<file path="src/rtl/store_rmw_unit_pkg.sv">
// rtl/store_rmw_unit_pkg.sv - shared store-mode and RMW state encodings
package store_rmw_unit_pkg;

    // Same encoding the load-extract path uses for access size.
    typedef enum logic [1:0] {
        MODE_WORD  = 2'd0,
        MODE_BYTE  = 2'd1,
        MODE_HALF  = 2'd2,
        MODE_UNDEF = 2'd3
    } store_mode_e;

    typedef enum logic [2:0] {
        ST_IDLE  = 3'd0,
        ST_READ  = 3'd1,
        ST_MERGE = 3'd2,
        ST_WRITE = 3'd3,
        ST_ERR   = 3'd4
    } rmw_state_e;

    // A request is rejected for the undefined mode or a misaligned halfword/word.
    function automatic logic store_req_invalid(input store_mode_e mode, input logic [1:0] addr_lo);
        logic bad;
        bad = 1'b0;
        if (mode == MODE_UNDEF) bad = 1'b1;
        if (mode == MODE_HALF && addr_lo[0]) bad = 1'b1;
        if (mode == MODE_WORD && addr_lo != 2'b00) bad = 1'b1;
        return bad;
    endfunction

endpackage

</file>
<file path="src/rtl/store_lane_merge.sv">
// rtl/store_lane_merge.sv - replaces the addressed byte/halfword lane of a memory word
module store_lane_merge
    import store_rmw_unit_pkg::*;
#(
    parameter int DATA_BITS = 32
) (
    input  logic [DATA_BITS-1:0] old_word,
    input  logic [DATA_BITS-1:0] new_data,
    input  logic [1:0]           addr_lo,
    input  store_mode_e          mode,
    output logic [DATA_BITS-1:0] merged
);

    // Start from the old word so untouched lanes are preserved, then overlay the new lane.
    always_comb begin
        merged = old_word;
        case (mode)
            MODE_WORD: merged = new_data;
            MODE_BYTE: merged[{addr_lo, 3'b000} +: 8] = new_data[7:0];
            MODE_HALF: begin
                if (addr_lo[1]) merged[31:16] = new_data[15:0];
                else            merged[15:0]  = new_data[15:0];
            end
            default:   merged = old_word;
        endcase
    end

endmodule

</file>
<file path="src/rtl/store_rmw_unit.sv">
// rtl/store_rmw_unit.sv - word/halfword/byte store unit with read-modify-write sequencing
module store_rmw_unit
    import store_rmw_unit_pkg::*;
#(
    parameter int DATA_BITS = 32
) (
    input  logic                 clk,
    input  logic                 rst,
    input  logic                 start,
    input  logic [31:0]          addr,
    input  logic [DATA_BITS-1:0] data,
    input  logic [1:0]           StoreMode,
    output logic                 busy,
    output logic                 done,
    output logic                 err,
    output logic [31:0]          mem_addr,
    output logic                 mem_rd_en,
    input  logic [DATA_BITS-1:0] mem_rdata,
    output logic                 mem_wr_en,
    output logic [DATA_BITS-1:0] mem_wdata
);

    rmw_state_e           state;
    rmw_state_e           state_nxt;
    logic [31:0]          lat_addr;
    logic [DATA_BITS-1:0] lat_data;
    store_mode_e          lat_mode;
    logic [DATA_BITS-1:0] old_word;
    logic [DATA_BITS-1:0] merged;
    store_mode_e          req_mode;

    assign req_mode = store_mode_e'(StoreMode);
    assign mem_addr = {lat_addr[31:2], 2'b00};

    // Word stores also go through the merger; it simply passes the data through.
    store_lane_merge #(
        .DATA_BITS (DATA_BITS)
    ) u_merge (
        .old_word (old_word),
        .new_data (lat_data),
        .addr_lo  (lat_addr[1:0]),
        .mode     (lat_mode),
        .merged   (merged)
    );

    // State register; reset aborts any operation in flight.
    always_ff @(posedge clk) begin
        if (rst) state <= ST_IDLE;
        else     state <= state_nxt;
    end

    // Request latch on acceptance and capture of the read word one cycle after the read strobe.
    always_ff @(posedge clk) begin
        if (rst) begin
            lat_addr <= '0;
            lat_data <= '0;
            lat_mode <= MODE_WORD;
            old_word <= '0;
        end else begin
            if (state == ST_IDLE && start) begin
                lat_addr <= addr;
                lat_data <= data;
                lat_mode <= req_mode;
            end
            if (state == ST_MERGE) old_word <= mem_rdata;
        end
    end

    // Next-state: start is only looked at in IDLE, so requests while busy are dropped.
    always_comb begin
        state_nxt = state;
        case (state)
            ST_IDLE: begin
                if (start) begin
                    if (store_req_invalid(req_mode, addr[1:0])) state_nxt = ST_ERR;
                    else if (req_mode == MODE_WORD)             state_nxt = ST_WRITE;
                    else                                        state_nxt = ST_READ;
                end
            end
            ST_READ:  state_nxt = ST_MERGE;
            ST_MERGE: state_nxt = ST_WRITE;
            ST_WRITE: state_nxt = ST_IDLE;
            ST_ERR:   state_nxt = ST_IDLE;
            default:  state_nxt = ST_IDLE;
        endcase
    end

    // Outputs decode straight from state; write data is forced to zero outside WRITE.
    always_comb begin
        busy      = (state != ST_IDLE);
        done      = 1'b0;
        err       = 1'b0;
        mem_rd_en = 1'b0;
        mem_wr_en = 1'b0;
        mem_wdata = '0;
        case (state)
            ST_READ:  mem_rd_en = 1'b1;
            ST_WRITE: begin
                mem_wr_en = 1'b1;
                done      = 1'b1;
                mem_wdata = merged;
            end
            ST_ERR: begin
                done = 1'b1;
                err  = 1'b1;
            end
            default: ;
        endcase
    end

endmodule
</file>
<file path="config.mk">
export PLATFORM = sky130hd
export DESIGN_NAME = store_rmw_unit
export DESIGN_NICKNAME = d
export VERILOG_FILES = /design/src/rtl/store_rmw_unit_pkg.sv /design/src/rtl/store_lane_merge.sv /design/src/rtl/store_rmw_unit.sv
export SDC_FILE = /design/constraint.sdc
export NUM_CORES = 1
export LEC_CHECK = 0
export ABC_CLOCK_PERIOD_IN_PS = 3700
export CAP_MARGIN = 20
export CORE_MARGIN = 8
export CORE_UTILIZATION = 45
export CTS_CLUSTER_SIZE = 10
export DETAILED_ROUTE_END_ITERATION = 16
export GPL_ROUTABILITY_DRIVEN = 0
export GPL_TIMING_DRIVEN = 0
export PLACE_DENSITY = 0.79
export SYNTH_ARGS = -nofsm -noshare
export SYNTH_HDL_FRONTEND = slang
export SYNTH_SLANG_ARGS = --single-unit
</file>
<file path="constraint.sdc">
create_clock -name clk -period 3.7 [get_ports clk]
set_input_delay 0.74 -clock clk [delete_from_list [all_inputs] [get_ports clk]]
set_output_delay 0.74 -clock clk [all_outputs]
set_load 0.1 [all_outputs]
</file>
==> results of run 1 <==
[per-layer routing]
layer | share of wire [%] | routed length [um]
met5 | 0.17 | 30
met4 | 3.7 | 643
met3 | 10 | 1810
met2 | 47 | 8230
met1 | 39 | 6880
[critical path, cell delays in order, from the launching register on]
cell       delay, ns
dfxtp_1         0.44
buf_4           0.24
inv_1           0.10
ha_1            0.34
nand3b_1        0.27
nor4b_1         0.34
a2111oi_0       0.14
a211oi_2        0.31
buf_6           0.27
[sequential cells by signal, indices dropped and copies added, names as in the netlist]
| name | cells |
|---|---|
| state | 3 |
| lat_addr | 32 |
| lat_data | 32 |
| lat_mode | 2 |
| old_word | 32 |
[per-stage QoR]
stage	hold slack, ns	utilization [%]
detailed placement	0.448	62.4
global route	0.468	64.4
global placement	0.443	62.4
floorplan	0.434	-
finish	0.458	64.4
CTS	0.457	64.0
[what timing repair did]
| action | CTS | global route |
|---|---|---|
| buffers inserted | 0 | 2 |
| gates cloned | 0 | 0 |
| hold buffers | 0 | 0 |
| pin swaps | 0 | 2 |
| endpoints found under the setup margin | 33 | 34 |
| resized for setup | 185 | 16 |
[power by group]
group | switching [uW] | total [uW] | internal (uW) | leakage, uW
Clock | 429 | 887 | 458 | 0.000132
Combinational | 545 | 870 | 325 | 0.00178
Sequential | 78.2 | 1240 | 1170 | 0.000826
[cell families (layout without fill, tap and decap cells)]
kind of cell,count (synthesis),after routing,synth area share (%)
simple gates,254,254,21.9
fa+ha+maj,5,5,1.23
flops,101,101,39.8
other cells,1,2,0.0738
buf+inv,86,269,9.65
mux,16,16,3.37
compound gates,213,213,23.9
[synth_stat cells (2+ instances only)]
library cell | number | share of area [%]
a2111oi_0 | 2 | 0.34
a21o_1 | 8 | 1.2
a21oi_1 | 120 | 12
a22o_1 | 6 | 1.0
a22oi_1 | 16 | 2.4
and2_1 | 3 | 0.37
buf_1 | 5 | 0.37
buf_2 | 17 | 1.7
buf_4 | 37 | 5.5
clkbuf_1 | 20 | 1.5
dfxtp_1 | 101 | 40
ha_1 | 5 | 1.2
inv_1 | 5 | 0.37
mux2_2 | 9 | 2.0
mux2i_1 | 7 | 1.4
nand2_1 | 203 | 15
nand3_1 | 8 | 0.79
nand3b_1 | 7 | 1.0
nor2_1 | 13 | 0.96
nor3_1 | 2 | 0.20
nor3_2 | 2 | 0.39
nor3b_1 | 2 | 0.30
nor4_1 | 2 | 0.25
nor4b_1 | 2 | 0.34
nor4b_4 | 2 | 0.94
o211ai_1 | 6 | 0.89
o21a_1 | 8 | 1.2
o21ai_0 | 32 | 3.2
o21ai_1 | 2 | 0.20
o22ai_1 | 8 | 0.99
or2_2 | 3 | 0.37
[layout make-up]
type,count,area (um^2)
inverter,6,22.5
clock inverter,7,51.3
multi-input combinational,490,2670
tap,143,179
fill,994,4000
sequential,101,2020
buffer,79,468
timing repair buffer,168,1600
clock buffer,9,225
[worst max path at each step]
stage / startpoint / to / slack (ns)
6_report: lat_addr[1] / mem_wdata[29] / 0.15
5_1_grt: lat_addr[1] / mem_wdata[29] / 0.03
4_1_cts: lat_addr[1] / mem_wdata[27] / 0.0009
3_5_place_dp: lat_addr[1] / mem_wdata[31] / -0.83
3_3_place_gp: lat_addr[1] / mem_wdata[31] / -0.73
2_1_floorplan: lat_addr[1] / mem_wdata[29] / -0.07
==> flow_metrics.env, run 1 <==
export IMPL_postSynthCellCount=676
export IMPL_final_common_cell="nand2_1"
export IMPL_hold_depth=2
export IMPL_postSynthAreaPerCell_um2=7.52
export IMPL_routed_wl_um=17600
export IMPL_hold_viol_final=0
export IMPL_antenna_found_initial=1
export IMPL_ys_ff_latch=101
export IMPL_antennaDiodeCount=0
export IMPL_endpoint_kind="output pin"
export IMPL_crit_fanout=10
export IMPL_clkSinkCount=101
export IMPL_wire_per_inst_um=17.6
export IMPL_hpwl_um=13500
export IMPL_cap_viol_max_count=0
export IMPL_finalSetupViolations=0
export IMPL_synth_cell_type_count=44
export IMPL_grt_max_degree=18
export IMPL_timing_rr_end="lat_data[14]"
export IMPL_clkTransAtPathRegs_ns=0.07
export IMPL_use_met2_pct=36.9
export IMPL_min_to="lat_addr[29]"
export IMPL_core_area_um2=11200
export IMPL_max_vdd_ir_drop_uv=309
export IMPL_cp_start_kind="flop"
export IMPL_tightest_slew_ns=1.02
export IMPL_ios=170
export IMPL_totalNegativeSetupSlack_ns=0
export IMPL_cts_root_buf="clkbuf_16"
export IMPL_rsz0062_at_grt="no"
export IMPL_portBuffers=166
export IMPL_finalNonFillerCells=1003
export IMPL_route_detailed_drc=0
export IMPL_stdcell_area_um2=7230
export IMPL_cts_buffers=9
export IMPL_yosysWarnings=0
export IMPL_die_h_um=122
export IMPL_use_met1_pct=27.2
export IMPL_first_global_vias=5436
export IMPL_die_area_um2=14900
export IMPL_cellPowerDensity_nw_per_um2=415
export IMPL_overflow=0
export IMPL_timing_final_crit_share_pct=96.1
export IMPL_relSlewSlack_pct=31.5
export IMPL_drtIter0Drc=543
export IMPL_fmax_mhz=281
export IMPL_status="complete, no violations"
export IMPL_fin_ws_ns=0.146
export IMPL_clk_latency_ns=0.35
export IMPL_row_count=39
export IMPL_async_flop_share_pct=0
export IMPL_tritoncts="yes"
export IMPL_skew_ns=0.00723
export IMPL_area_delta_synth_final_pct=42.3
export IMPL_finalMaxSlewViolations=0
export IMPL_reg2reg_depth=6
export IMPL_ys_flop_type="dfxtp_1"
export IMPL_clock_path_buffers=2
export IMPL_grt_pass1_wl_um=27500
export IMPL_die_x_um=122
export IMPL_crit_arrival_ns=2.81
export IMPL_yosysSeqAreaShare_pct=39.8
export IMPL_hold_start="lat_addr[29]"
export IMPL_dp_cells=986
export IMPL_fin_nets=961
export IMPL_leakagePower_uw=0.00274
export IMPL_dr_pass1_iters=7
export IMPL_reg2reg_from="state[0]"
export IMPL_vias_per_cell=5.46
export IMPL_rrSetupSlack_ns=2.13
export IMPL_initial_core_util_pct=45.3
export IMPL_layout_common_cells="203 x nand2_1, 132 x clkdlybuf4s50_1, 105 x a21oi_1"
export IMPL_met3_usage_pct=8.42
export IMPL_synth_edf_count=0
export IMPL_hp_class="flop to flop"
export IMPL_vias=5472
export IMPL_antenna_left=0
export IMPL_fin_crit_ns=3.55
export IMPL_required_ns=2.96
export IMPL_drive_gt1_share_pct=17.7
export IMPL_cts_htree_levels=3
export IMPL_power_total_uw=3000
export IMPL_post_place_ws_ns=-0.832
export IMPL_path_class="flop to output pin"
export IMPL_placed_cell_area_um2=7010
export IMPL_grt_total_usage_pct=23.3
export IMPL_top_usage_layer="met2"
export IMPL_syn_area_um2=5080
Power figures use the tool's default switching activity.
==> inputs of run 2 (changes only) <==
--- a/config.mk
+++ b/config.mk
@@ -8,12 +8,12 @@
 export ABC_CLOCK_PERIOD_IN_PS = 3700
 export CAP_MARGIN = 20
 export CORE_MARGIN = 8
-export CORE_UTILIZATION = 45
+export CORE_UTILIZATION = 46
 export CTS_CLUSTER_SIZE = 10
 export DETAILED_ROUTE_END_ITERATION = 16
 export GPL_ROUTABILITY_DRIVEN = 0
 export GPL_TIMING_DRIVEN = 0
-export PLACE_DENSITY = 0.79
+export PLACE_DENSITY = 0.8
 export SYNTH_ARGS = -nofsm -noshare
 export SYNTH_HDL_FRONTEND = slang
 export SYNTH_SLANG_ARGS = --single-unit
==> run 2 against run 1 <==
  * Via count about the same
  * Routed wire length down 2.2%
  * Cell area down 1.9%
  * Flip-flop and latch count unchanged
  * Core utilization up 1.3 points
  * Clock skew up 0.0054 ns
  * Worst setup slack worse by 0.026 ns
  * Cell count down 0.50%
  * Combinational power down 0.7%
  * Global-route usage down 0.31 points
  * Largest cell class unchanged
==> flow_metrics.env, run 2 (same netlist as run 1, synthesis figures left out) <==
export IMPL_final_common_cell="nand2_1"
export IMPL_vias=5473
export IMPL_clkSinkCount=101
export IMPL_startpoint="state[2]"
export IMPL_ctsHoldBuffers=0
export IMPL_antenna_left=0
export IMPL_rsz0062_at_grt="no"
export IMPL_row_count=38
export IMPL_grt_max_degree=19
export IMPL_crit_arrival_ns=2.84
export IMPL_die_x_um=121
export IMPL_required_ns=2.96
export IMPL_antenna_found_initial=0
export IMPL_crit_fanout=10
export IMPL_finalNonFillerCells=998
export IMPL_cp_start_kind="flop"
export IMPL_initial_core_util_pct=47.1
export IMPL_antennaDiodeCount=0
export IMPL_timing_rr_end="lat_data[16]"
export IMPL_cellPowerDensity_nw_per_um2=391
export IMPL_clock_path_buffers=2
export IMPL_status="complete, no violations"
export IMPL_hp_class="flop to flop"
export IMPL_routed_wl_um=17200
export IMPL_wire_per_inst_um=17.3
export IMPL_hold_depth=2
export IMPL_min_to="lat_addr[5]"
export IMPL_cts_buffers=9
export IMPL_grt_pass1_wl_um=27300
export IMPL_hold_viol_final=0
export IMPL_hold_start="lat_addr[5]"
export IMPL_drive_gt1_share_pct=17.6
export IMPL_core_area_um2=10800
export IMPL_relSlewSlack_pct=31.7
export IMPL_overflow=0
export IMPL_die_area_um2=14700
export IMPL_timing_final_crit_share_pct=96.8
export IMPL_die_h_um=121
export IMPL_hpwl_um=13400
export IMPL_area_delta_synth_final_pct=39.5
export IMPL_rrSetupSlack_ns=2.18
export IMPL_clk_latency_ns=0.36
export IMPL_tritoncts="yes"
export IMPL_vias_per_cell=5.48
export IMPL_layout_common_cells="203 x nand2_1, 133 x clkdlybuf4s50_1, 105 x a21oi_1"
export IMPL_clkTransAtPathRegs_ns=0.11
export IMPL_portBuffers=166
export IMPL_fin_crit_ns=3.58
export IMPL_totalNegativeSetupSlack_ns=0
export IMPL_drtIter0Drc=421
export IMPL_dr_pass1_iters=5
export IMPL_fin_nets=959
export IMPL_first_global_vias=5551
export IMPL_reg_top3="lat_addr: 32 flops, lat_data: 32 flops, old_word: 32 flops"
export IMPL_cts_htree_levels=3
export IMPL_finalMaxSlewViolations=0
export IMPL_reg2reg_depth=6
export IMPL_grt_total_usage_pct=23.0
export IMPL_cts_root_buf="clkbuf_8"
export IMPL_fmax_mhz=279
export IMPL_tightest_slew_ns=1.02
export IMPL_utilization_pct=65.7
export IMPL_path_class="flop to output pin"
export IMPL_ios=170
export IMPL_endpoint_kind="output pin"
export IMPL_finalSetupViolations=0
export IMPL_dp_cells=983
export IMPL_leakagePower_uw=0.00268
export IMPL_power_total_uw=2770
export IMPL_skew_ns=0.0126
export IMPL_reg2reg_from="state[0]"
export IMPL_cap_viol_max_count=0
export IMPL_route_detailed_drc=0
export IMPL_n_fill_cell=988
export IMPL_max_vdd_ir_drop_uv=236
[run 2: cell count changes in the layout (fill, tap and decap cells not counted), sizes merged]
cell | previous run | this run
dlymetal6s2s | 1 | 0
inv | 7 | 9
clkinvlp | 2 | 0
clkbuf | 38 | 32
clkdlybuf4s50 | 132 | 133
buf | 85 | 89
[run 2: worst max-delay path: stages (launching register included)]
cell and delay, ns:
dfxtp_1 0.38, nand3b_2 0.39, inv_1 0.24, buf_2 0.28
clkdlybuf4s50_1 1.18
[run 2: worst max path at each step]
stage | endpoint | slack [ns] | depth (start not counted)
2_1_floorplan | mem_wdata[29] | -0.07 | 7
3_3_place_gp | mem_wdata[31] | -0.79 | 8
3_5_place_dp | mem_wdata[31] | -0.85 | 8
4_1_cts | mem_wdata[10] | 0.02 | 8
5_1_grt | mem_wr_en | 0.01 | 4
6_report | mem_wr_en | 0.12 | 4
[run 2: cell type report]
cell class	instances	area (um^2)	share of cell area [%]
Inverter	6	22.5	0.318
Clock inverter	7	56.3	0.794
Clock buffer	9	124	1.75
Sequential cell	101	2020	28.5
Tap cell	140	175	2.47
Multi-Input combinational cell	490	2660	37.5
Buffer	79	468	6.60
Timing Repair Buffer	166	1560	22.0
[run 2: power by group]
part | leakage, uW | switching [uW] | internal (uW)
logic | 0.00176 | 539 | 324
clock network | 0.0000959 | 407 | 255
registers | 0.000826 | 79.7 | 1170
[run 2: metal layers]
layer | global-route usage [%] | up-vias | share of wire (%)
li1 | - | 2624 | -
met1 | 26.6 | 2562 | 40
met2 | 38.5 | 248 | 47
met3 | 7.77 | 39 | 11
met4 | 8.35 | 0 | 2.5
met5 | 0 | - | 0
[run 2: through the flow]
step	hold WS [ns]	cell area, um^2	setup WS (ns)
floorplan	0.434	5170	-0.0660
global placement	0.442	7000	-0.789
detailed placement	0.447	7000	-0.851
CTS	0.461	7090	0.0174
global route	0.475	7090	0.0101
finish	0.460	7090	0.120
[run 2: repair_timing]
action | in CTS | in global routing
pin swaps | 0 | 0
endpoints found under the setup margin | 33 | 33
resized for setup | 186 | 7
setup buffers | 0 | 0
